<file path="config.mk">
export PLATFORM = sky130hd
export DESIGN_NAME = mult_div_unit
export DESIGN_NICKNAME = d
export VERILOG_FILES = /design/src/rtl/mult_div_unit.sv
export SDC_FILE = /design/constraint.sdc
export NUM_CORES = 1
export LEC_CHECK = 0
export CAP_MARGIN = 15
export CORE_AREA = 4 4 148 186
export CTS_CLUSTER_DIAMETER = 80
export CTS_CLUSTER_SIZE = 24
export DETAILED_ROUTE_END_ITERATION = 10
export DIE_AREA = 0 0 152 190
export GPL_TIMING_DRIVEN = 0
export MAX_ROUTING_LAYER = met4
export PLACE_DENSITY = 0.83
export SYNTH_ARGS = -nofsm -noshare
export SYNTH_HDL_FRONTEND = slang
export SYNTH_SLANG_ARGS = --single-unit
</file>
<file path="constraint.sdc">
create_clock -name clk -period 3.8 [get_ports clk]
set_clock_uncertainty 0.1 [all_clocks]
set_input_delay 0.76 -clock clk [delete_from_list [all_inputs] [get_ports clk]]
set_output_delay 0.76 -clock clk [all_outputs]
set_load 0.01 [all_outputs]
</file>
<file path="src/rtl/mult_div_unit.sv">
// mult_div_unit: multicycle signed/unsigned multiply and divide with HI/LO result registers.
// Ports: clk, reset (sync, active-high); start/op/a/b issue an operation (op: 00 MULT,
// 01 MULTU, 10 DIV, 11 DIVU); hi_load/lo_load/wdata write hi/lo directly when idle;
// busy while running, done pulses one cycle with the result, div_zero flags DIV by zero;
// hi = upper product or remainder, lo = lower product or quotient.
module mult_div_unit #(
   parameter int WIDTH = 32
) (
   input  logic             clk,
   input  logic             reset,
   input  logic             start,
   input  logic [1:0]       op,
   input  logic [WIDTH-1:0] a,
   input  logic [WIDTH-1:0] b,
   input  logic             hi_load,
   input  logic             lo_load,
   input  logic [WIDTH-1:0] wdata,
   output logic             busy,
   output logic             done,
   output logic             div_zero,
   output logic [WIDTH-1:0] hi,
   output logic [WIDTH-1:0] lo
);
   localparam int CW = $clog2(WIDTH + 1);
   typedef enum logic [1:0] {IDLE, RUN, FIX} state_t;
   state_t state, state_nx;
   logic               is_div, neg_res, neg_rem, dz;
   logic [CW-1:0]      cnt;
   logic [WIDTH-1:0]   mag_b;
   logic [2*WIDTH-1:0] acc;
   logic               sa, sb, accept, b_zero, qbit;
   logic [WIDTH-1:0]   ma, mb, new_rem, quo, rem;
   logic [WIDTH:0]     msum, dsh;
   logic [2*WIDTH-1:0] prod;
   assign sa      = ~op[0] & a[WIDTH-1];
   assign sb      = ~op[0] & b[WIDTH-1];
   assign ma      = sa ? -a : a;
   assign mb      = sb ? -b : b;
   assign b_zero  = b == '0;
   assign accept  = state == IDLE && start;
   assign busy    = state != IDLE;
   // multiply: acc = {partial product, remaining multiplier bits}
   assign msum    = {1'b0, acc[2*WIDTH-1:WIDTH]} + {1'b0, acc[0] ? mag_b : {WIDTH{1'b0}}};
   // divide: acc = {partial remainder, dividend bits / quotient bits}
   assign dsh     = {acc[2*WIDTH-1:WIDTH], acc[WIDTH-1]};
   assign qbit    = dsh >= {1'b0, mag_b};
   // the restored remainder is always below the divisor, so WIDTH bits suffice
   assign new_rem = qbit ? dsh[WIDTH-1:0] - mag_b : dsh[WIDTH-1:0];
   assign prod    = neg_res ? -acc : acc;
   assign quo     = neg_res ? -acc[WIDTH-1:0] : acc[WIDTH-1:0];
   assign rem     = neg_rem ? -acc[2*WIDTH-1:WIDTH] : acc[2*WIDTH-1:WIDTH];
   always_ff @(posedge clk) begin
      if (reset) state <= IDLE;
      else       state <= state_nx;
   end
   always_comb begin
      state_nx = state;
      if (accept)                             state_nx = (op[1] && b_zero) ? FIX : RUN;
      else if (state == RUN && cnt == CW'(1)) state_nx = FIX;
      else if (state == FIX)                  state_nx = IDLE;
   end
   always_ff @(posedge clk) begin
      if (reset) begin
         done     <= 1'b0;
         div_zero <= 1'b0;
         hi       <= '0;
         lo       <= '0;
         is_div   <= 1'b0;
         neg_res  <= 1'b0;
         neg_rem  <= 1'b0;
         dz       <= 1'b0;
         cnt      <= '0;
         mag_b    <= '0;
         acc      <= '0;
      end else begin
         done <= state == FIX;
         if (state == IDLE && hi_load) hi <= wdata;
         if (state == IDLE && lo_load) lo <= wdata;
         if (accept) begin
            is_div   <= op[1];
            neg_res  <= sa ^ sb;
            neg_rem  <= sa;
            dz       <= op[1] && b_zero;
            cnt      <= CW'(WIDTH);
            mag_b    <= mb;
            acc      <= {{WIDTH{1'b0}}, ma};
            div_zero <= 1'b0;
         end else if (state == RUN) begin
            acc <= is_div ? {new_rem, acc[WIDTH-2:0], qbit} : {msum, acc[WIDTH-1:1]};
            cnt <= cnt - CW'(1);
         end else if (state == FIX) begin
            if (dz)          div_zero <= 1'b1;
            else if (is_div) {hi, lo} <= {rem, quo};
            else             {hi, lo} <= prod;
         end
      end
   end
endmodule

</file>
# After elaboration in Yosys (flattened, before gate mapping)
# Index checks and enable logic that the tools add are counted.
# word_totals
register_bits	174
latchBits	0
ram_bits	0
rom_bits	0
input_bits	103
output_inout_bits	67
elab_cells	71
memories	0
# classes
n_addsub	8
multipliers	0
div	0
magnitude_cmp	1
eq_ne	3
shift	0
muxes	28
bitwise_logic	5
reduce_logical	12
# op_table
op	n
two-way mux 32 bit	20
two-way mux 64 bit	2
negation 32 bit	4
negation 64 bit	1
adder 32 x 32 -> 33 bit	1
greater-or-equal comparator 33 x 32 -> 1 bit	1
zero test 32 bit	1
subtractor 32 bit	1
two-way mux 6 bit	2
two-way mux 2 bit	4
== test 6 x 1 -> 1 bit, second input constant	1
subtractor 6 x 1 -> 6 bit, second input constant	1
logical AND 1 bit	5
nonzero test 2 bit	2
AND reduction 3 bit	1
nonzero test 3 bit	1
bitwise AND 1 bit	2
== test 2 x 1 -> 1 bit, second input constant	1
== test 2 bit, second input constant	1
zero test 2 bit	1
inverter 1 bit	2
OR reduction 2 bit	1
XOR 1 bit	1

# Logic depth before layout (Yosys ltp)
# Gate-level depths: netlist (run 1).
# logic_depth
word_depth	7
depth_mapped	13
depth_no_buf	11

# Least setup slack after synthesis (run 1)
# OpenSTA, ideal clock, no wires.
# synth_timing
path_kind	flip-flop to flip-flop
start	register acc[0]
end	register acc[59]
setup_ps	120
t_arrival_ps	3195
required_ps	3580
slack_ps	385
path_stages_with_launch	12
path_buffers	1
synth_period_minus_slack_ps	3415
path_cell_list	dfxtp_1 -> inv_1 -> clkbuf_1 -> nor2_1 -> ha_1 -> and2_1 -> a2111oi_0 -> a2111oi_0 -> o21ai_0 -> xor2_1 -> o21ai_0 -> o31a_1
# synth_between
elab_chain_len	3
# synth_rtl
element	line_no	text
start, declared	30	logic [2*WIDTH-1:0] acc;
start signal, assigned	86	acc <= {{WIDTH{1'b0}}, ma};
start signal, assigned	89	acc <= is_div ? {new_rem, acc[WIDTH-2:0], qbit} : {msum, acc[WIDTH-1:1]};
two-way mux 32 bit	43	assign msum = {1'b0, acc[2*WIDTH-1:WIDTH]} + {1'b0, acc[0] ? mag_b : {WIDTH{1'b0}}};
adder 32 x 32 -> 33 bit	43	
two-way mux 64 bit	89	
# No other way between the ends.
# A chain may end at the register's enable or synchronous reset.

# Worst setup path after layout (run 1)
# layout_timing
start	register acc[51]
end	register acc[47]
# layout_between
elab_chain_len	3
# layout_rtl
element	line_no	text
greater-or-equal comparator 33 x 32 -> 1 bit	46	assign qbit = dsh >= {1'b0, mag_b};
two-way mux 32 bit	48	assign new_rem = qbit ? dsh[WIDTH-1:0] - mag_b : dsh[WIDTH-1:0];
two-way mux 64 bit	89	
# No other way between the ends.

==> impl_metrics.csv, run 1 <==
group,metric,value,unit
synth,synth_top_family_by_area,"compound AO/OA/AOI/OAI gates",
placed_design,place_area,16800,um^2
clock_network,clockRootBuffer,"clkbuf_16",
timing,finalHoldViolations,0,
cells_and_area,drive_gt1_share,4.52,%
power_and_ir_drop,power.leakage,6.58,nW
setup_path,reg2reg_depth,11,
grt,grtUsageMet1,44.9,%
floorplan,die_y,190,um
power_and_ir_drop,finalPower,0.00658,W
synth,synthMuxAreaShare,6.28,%
route,route.detailed.drc,0,
route,first_pass_iters,8,
timing,slew_headroom,23.8,%
synth,yosys_warnings,0,
route,viasPerCell,6.71,
power_and_ir_drop,vdd_drop_max,0.000339,V
grt,grt_max_degree,19,
synth,synth_fa_ha_area_share,6.23,%
route,drt_iter0_drc,1924,
grt,grt_pass1_vias,15900,
route,drt-total-wl,62000,um
run,cap_viol_max_count,0,
power_and_ir_drop,power_density,375,nW/um^2
route,dr_total_vias,16700,
floorplan,num_rows,66,
grt,globalRouteMet3Util,7.69,%
cells_and_area,area_delta_synth_final,19.2,%
timing,final-max-slew-violation-count,0,
synth,ys_ff_latch,174,
floorplan,initial_core_util,57.1,%
synth,synth_simple_gate_area_share,20.0,%
grt,grt_util_met2,68.0,%
route,ant_nets,0,
floorplan,die_w,152,um
placed_design,dp.final_hpwl,48800,um
power_and_ir_drop,p_int,0.00396,W
clock_network,cts.sinks,174,
setup_path,critPathLaunchType,"flop",
status,status,"completed",
grt,grt_overflow,0,
floorplan,fp.coreArea,25800,um^2
synth,avgSynthCellArea,7.54,um^2
clock_network,cts_tree,"done",
grt,grt_usage,42.1,%
placed_design,portBuffers,169,
floorplan,die_area,28900,um^2
synth,synth-seq-area-share,23.7,%
worst_hold_path,hold_depth,2,
clock_network,clk_latency,460,ps
setup_path,crit_type,"flop to flop",
timing,fmax,271,MHz
clock_network,clk_pin_slew,80,ps
setup_path,cp.required,4030,ps
setup_path,cp.arrival,3920,ps
synth,synth_compound_gate_area_share,29.0,%
clock_network,post-cts-setup-buffer-count,0,
grt,top_usage_layer,"met2",
synth,async_flop_share,0,%
timing,period_share,97.2,%
clock_network,cts_buffers,17,
cells_and_area,antenna-diode-count,0,
placed_design,place.gp.congestion,1.12,
power_and_ir_drop,clock_power_share,29.7,%
grt,antenna_found_initial,0,
timing,grt_setup_unrepaired,"false",
power_and_ir_drop,p_sw,0.00262,W
synth,syn_area,14700,um^2
synth,syn_inst,1949,
power_and_ir_drop,comb_power_share,37.4,%
synth,synth_fp_nets,2124,
synth,synth_edf_count,0,
cells_and_area,finish.net_count,2310,
timing,setup_viol,0,
clock_network,clockBufferDepth,2,
power_and_ir_drop,switching_share,39.8,%
setup_path,endpoint_kind,"flop",
synth,synth_xor_area_share,9.41,%
timing,tightest_slew,1140,ps
synth,synth-main-ff-cell,"dfxtp_1",
grt,grt_pass1_wl,92800,um
worst_hold_path,min_path_type,"flop to flop",
cells_and_area,fin_cells,2488,
floorplan,ioPinCount,170,
synth,synth.distinct_cells,81,
placed_design,place_inst,2459,
cells_and_area,post-route-cell-area,17500,um^2
clock_network,h-tree-depth,4,
setup_path,crit_path_max_fanout,10,
route,wl_per_cell,24.9,um
power_and_ir_drop,power_frac_seq,32.9,%
timing,final.min_clock_period,3690,ps
[kinds of logic (layout without fill, tap and decap cells)]
family | Yosys count | after routing
compound gates | 641 | 641
simple gates | 607 | 607
buf+inv | 205 | 404
flops | 174 | 174
xor+xnor | 158 | 158
mux | 92 | 92
fa+ha+maj | 72 | 72
[repair_timing]
action                     4_1_cts  5_1_grt
gates cloned                     0        0
resized for setup               14       23
hold buffers                     0        0
setup endpoints to repair       27       48
[cell usage after synthesis (all sizes together), types with 7 or more instances]
library cell / count / area share [%]
ha: 70 / 6.0
and2: 10 / 0.43
o31a: 8 / 0.48
xor2: 52 / 3.1
o22ai: 7 / 0.30
a21oi: 152 / 5.2
clkbuf: 117 / 3.0
or2: 12 / 0.51
nor3: 40 / 1.4
nand3: 29 / 0.99
or3: 21 / 0.89
nor2: 257 / 6.6
a31oi: 24 / 1.0
inv: 67 / 1.7
nor4: 22 / 1.0
o211ai: 10 / 0.51
nand2: 97 / 2.5
o41ai: 16 / 1.0
o21ai: 124 / 4.2
o21a: 13 / 0.66
buf: 21 / 0.66
mux2i: 90 / 6.1
xnor2: 106 / 6.3
nor2b: 20 / 0.85
dfxtp: 174 / 24
a311oi: 10 / 0.60
a21o: 21 / 1.1
a211oi: 142 / 7.3
a221oi: 23 / 1.4
o21bai: 16 / 0.82
or4: 24 / 1.3
o31ai: 20 / 1.1
nand4: 21 / 0.89
nand2b: 20 / 0.85
a211o: 7 / 0.42
[final cells by class]
class                           count  area (um^2)
Sequential cell                   174         3480
Timing Repair Buffer              170         1700
Clock inverter                     14          183
Tap cell                          340          425
Fill cell                        2252         8230
Multi-Input combinational cell   1570        10500
Clock buffer                       18          439
Inverter                           67          251
Buffer                            135          538
[final timing paths]
check / startpoint / endpoint / slack, ps
worst max register to register: acc[51] / acc[47] / 110
worst min-delay path: mag_b[31] / mag_b[31] / 360
worst max-delay path: acc[51] / acc[47] / 110
worst min register to register: mag_b[31] / mag_b[31] / 360
[sequential cells by signal (all words and copies together), names as in the netlist]
signal    flops
acc          64
cnt           6
div_zero      1
done          1
dz            1
hi           32
is_div        1
lo           32
mag_b        32
neg_rem       1
neg_res       1
state         2
[power by group through the flow]
stage | Combinational (W) | Sequential, W | Clock (W)
final | 0.00246 | 0.00216 | 0.00195
after CTS | 0.00239 | 0.00215 | 0.00191
after global placement | 0.00233 | 0.00219 | 0
after detailed placement | 0.00236 | 0.00219 | 0
after global routing | 0.00264 | 0.00217 | 0.00199
after floorplan | 0.00155 | 0.00214 | 0
[critical path: stages, from the launching register on]
cell      delay [ps]
dfxtp_1          700
ha_1             200
clkbuf_1         300
nand2_1          120
o21ai_0          360
nand3_1          150
a31o_2           320
and4_1           190
clkbuf_1         180
clkbuf_2         310
a222oi_1         510
a21oi_1          120
[layer usage]
layer,up-vias,part of all wire [%]
li1,7588,-
met1,7744,35
met2,1046,46
met3,311,8.4
met4,0,10
met5,-,0
[cells in the final DEF, fill, tap and decap left out, drive strengths merged, types with 22 or more instances in the layout]
cell,Yosys,layout
a211oi,142,142
a21oi,152,152
a221oi,23,23
a31oi,24,24
buf,21,22
clkbuf,117,132
clkdlybuf4s50,0,169
dfxtp,174,174
ha,70,70
inv,67,77
mux2i,90,90
nand2,97,97
nand3,29,29
nor2,257,257
nor3,40,40
nor4,22,22
o21ai,124,124
or4,24,24
xnor2,106,106
xor2,52,52
[per-stage QoR]
| step | setup WS, ps | util (%) | hold WS [ps] | setup TNS [ps] |
|---|---|---|---|---|
| 2_1_floorplan | 385 | - | 332 | 0 |
| 3_3_place_gp | -1360 | 65.3 | 341 | -12250 |
| 3_5_place_dp | -645 | 65.3 | 348 | -10180 |
| 4_1_cts | 17.2 | 67.9 | 356 | 0 |
| 5_1_grt | 6.88 | 68.1 | 379 | 0 |
| 6_report | 107 | 68.1 | 356 | 0 |
(Power assumes the default switching activity.)
==> run 2: changes to the inputs <==
- CORE_AREA: 4 4 148 186 -> 2 2 165 208
- DIE_AREA: 0 0 152 190 -> 0 0 167 210
- PLACE_DENSITY: 0.83 -> 0.68
==> run 2 against run 1 <==
  * Hold slack gained 5.6 ps
  * Via count shrank 3.7%
  * Wire length grew 0.63%
  * Cell count rose by 3.3%
  * Die area grew 21%
  * Register-to-register slack worse by 30 ps
  * Critical path depth did not move
  * Non-clock buffer count is the same
  * Sequential cell count stayed put
  * Critical path type unchanged
  * Largest cell class unchanged
  * Largest power group unchanged
==> impl_metrics.csv, run 2 (synthesis gave the netlist of run 1 again) <==
group,metric,value,unit
grt,grt_pass1_vias,15500,
clock_network,post-cts-setup-buffer-count,0,
power_and_ir_drop,power_frac_seq,33.5,%
setup_path,cp.arrival,4000,ps
timing,slew_headroom,28.3,%
timing,setup_slack,81.1,ps
timing,final-max-slew-violation-count,0,
clock_network,h-tree-depth,4,
cells_and_area,final_common_cell,"nor2_1",
floorplan,ioPinCount,170,
setup_path,crit_family,"simple AND/OR/NAND/NOR gates",
route,ant_nets,0,
cells_and_area,fin_cells,2571,
power_and_ir_drop,p_int,0.00388,W
cells_and_area,finish.net_count,2310,
floorplan,die_y,210,um
cells_and_area,regMostFlops,"acc",
setup_path,cp_slowest_cell,"or4_4",
setup_path,crit_chain,"clkbuf_2 > or4_4 > or4_1 > buf_2 > or4_4 > buf_6 > o21ai_1 > a41oi_1 > xor2_1 > nor2_1 > a211oi_1",
power_and_ir_drop,power_density,366,nW/um^2
cells_and_area,area_delta_synth_final,19.8,%
route,route.detailed.drc,0,
setup_path,crit_type,"flop to flop",
grt,grt_usage,35.6,%
cells_and_area,antenna-diode-count,0,
placed_design,place_area,16900,um^2
cells_and_area,largest_reg_flops,64,
floorplan,fp.coreArea,33100,um^2
timing,period_share,97.9,%
floorplan,die_w,167,um
placed_design,portBuffers,169,
timing,finalHoldViolations,0,
power_and_ir_drop,p_sw,0.00256,W
clock_network,clk_pin_slew,70,ps
setup_path,slowest_delay,590,ps
status,status,"completed",
timing,grt_setup_unrepaired,"false",
timing,hold_slack,362,ps
floorplan,initial_core_util,44.4,%
clock_network,clockBufferDepth,2,
grt,antenna_found_initial,0,
cells_and_area,drive_gt1_share,4.42,%
placed_design,place_inst,2542,
setup_path,crit_path_max_fanout,10,
clock_network,clockRootBuffer,"clkbuf_16",
setup_path,cp.required,4080,ps
power_and_ir_drop,comb_power_share,38.0,%
setup_path,critPathBufInv,3,
worst_hold_path,min_path_type,"flop to flop",
route,wl_per_cell,24.2,um
route,drt_iter0_drc,1403,
route,dr_total_vias,16100,
placed_design,pre_cts_ws,-684,ps
clock_network,cts.sinks,174,
clock_network,cts_tree,"done",
floorplan,die_area,35100,um^2
setup_path,endpoint_kind,"flop",
timing,fmax,269,MHz
timing,tightest_slew,1080,ps
power_and_ir_drop,power.leakage,6.56,nW
timing,setup_viol,0,
power_and_ir_drop,switching_share,39.7,%
grt,grt_pass1_wl,92800,um
route,drt-total-wl,62300,um
run,cap_viol_max_count,0,
setup_path,cpMostUsedCell,"or4_4",
clock_network,cts_buffers,17,
placed_design,place.gp.congestion,1.03,
cells_and_area,post-route-cell-area,17600,um^2
timing,final.min_clock_period,3720,ps
clock_network,hold_buffers,0,
cells_and_area,most-common-layout-cells,"nor2_1, dfxtp_1, clkdlybuf4s50_1, a21oi_1, a211oi_1",
setup_path,critPathLaunchType,"flop",
route,viasPerCell,6.25,
power_and_ir_drop,vdd_drop_max,0.000285,V
clock_network,clk_latency,470,ps
power_and_ir_drop,finalPower,0.00644,W
power_and_ir_drop,clock_power_share,28.5,%
grt,grt_max_degree,18,
route,first_pass_iters,6,
floorplan,num_rows,75,
placed_design,dp.final_hpwl,50500,um
grt,grt_overflow,0,
run 2: timing repair:
item | in CTS | in global routing
setup endpoints to repair | 38 | 44
pin swaps | 0 | 0
gates resized for setup | 15 | 23
endpoints found under the hold margin | 0 | 0
run 2: final timing paths:
path | end | cells after the start | slack, ps | start
worst min-delay path | mag_b[31] | 2 | 360 | mag_b[31]
worst max-delay path | hi[19] | 11 | 80 | acc[9]
worst min register to register | mag_b[31] | 2 | 360 | mag_b[31]
worst max register to register | hi[19] | 11 | 80 | acc[9]
run 2: stage by stage:
stage	TNS [ps]	utilization (%)
2_1_floorplan	0	-
4_1_cts	0	53.0
6_report	0	53.2
3_3_place_gp	-14880	51.1
5_1_grt	0	53.2
3_5_place_dp	-12630	51.1
run 2: power by group through the flow:
stage / Combinational, W / Sequential [W] / Clock [W]
6_report: 0.00244 / 0.00216 / 0.00184
5_1_grt: 0.00263 / 0.00217 / 0.00190
4_1_cts: 0.00240 / 0.00215 / 0.00183
3_5_place_dp: 0.00238 / 0.00219 / 0
3_3_place_gp: 0.00237 / 0.00219 / 0
2_1_floorplan: 0.00155 / 0.00214 / 0
run 2: routing by layer:
metal  GRT usage, %  part of all wire, %
met1           38.8                   38
met2           61.3                   49
met3           4.66                  5.4
met4           22.5                  7.2
met5              -                    0
run 2: cell type report:
class | count | area, um^2
Clock buffer | 18 | 439
Clock inverter | 14 | 146
Buffer | 135 | 538
Tap cell | 423 | 529
Multi-Input combinational cell | 1570 | 10500
Inverter | 67 | 251
Fill cell | 3292 | 15500
Timing Repair Buffer | 170 | 1700
Sequential cell | 174 | 3490
run 2: worst reg2reg max path: stages, from the launching register on:
cell and delay (ps):
dfxtp_1 300, clkbuf_2 170, or4_4 550, or4_1 400
buf_2 170, or4_4 590, buf_6 180, o21ai_1 440
a41oi_1 200, xor2_1 240, nor2_1 90, a211oi_1 210
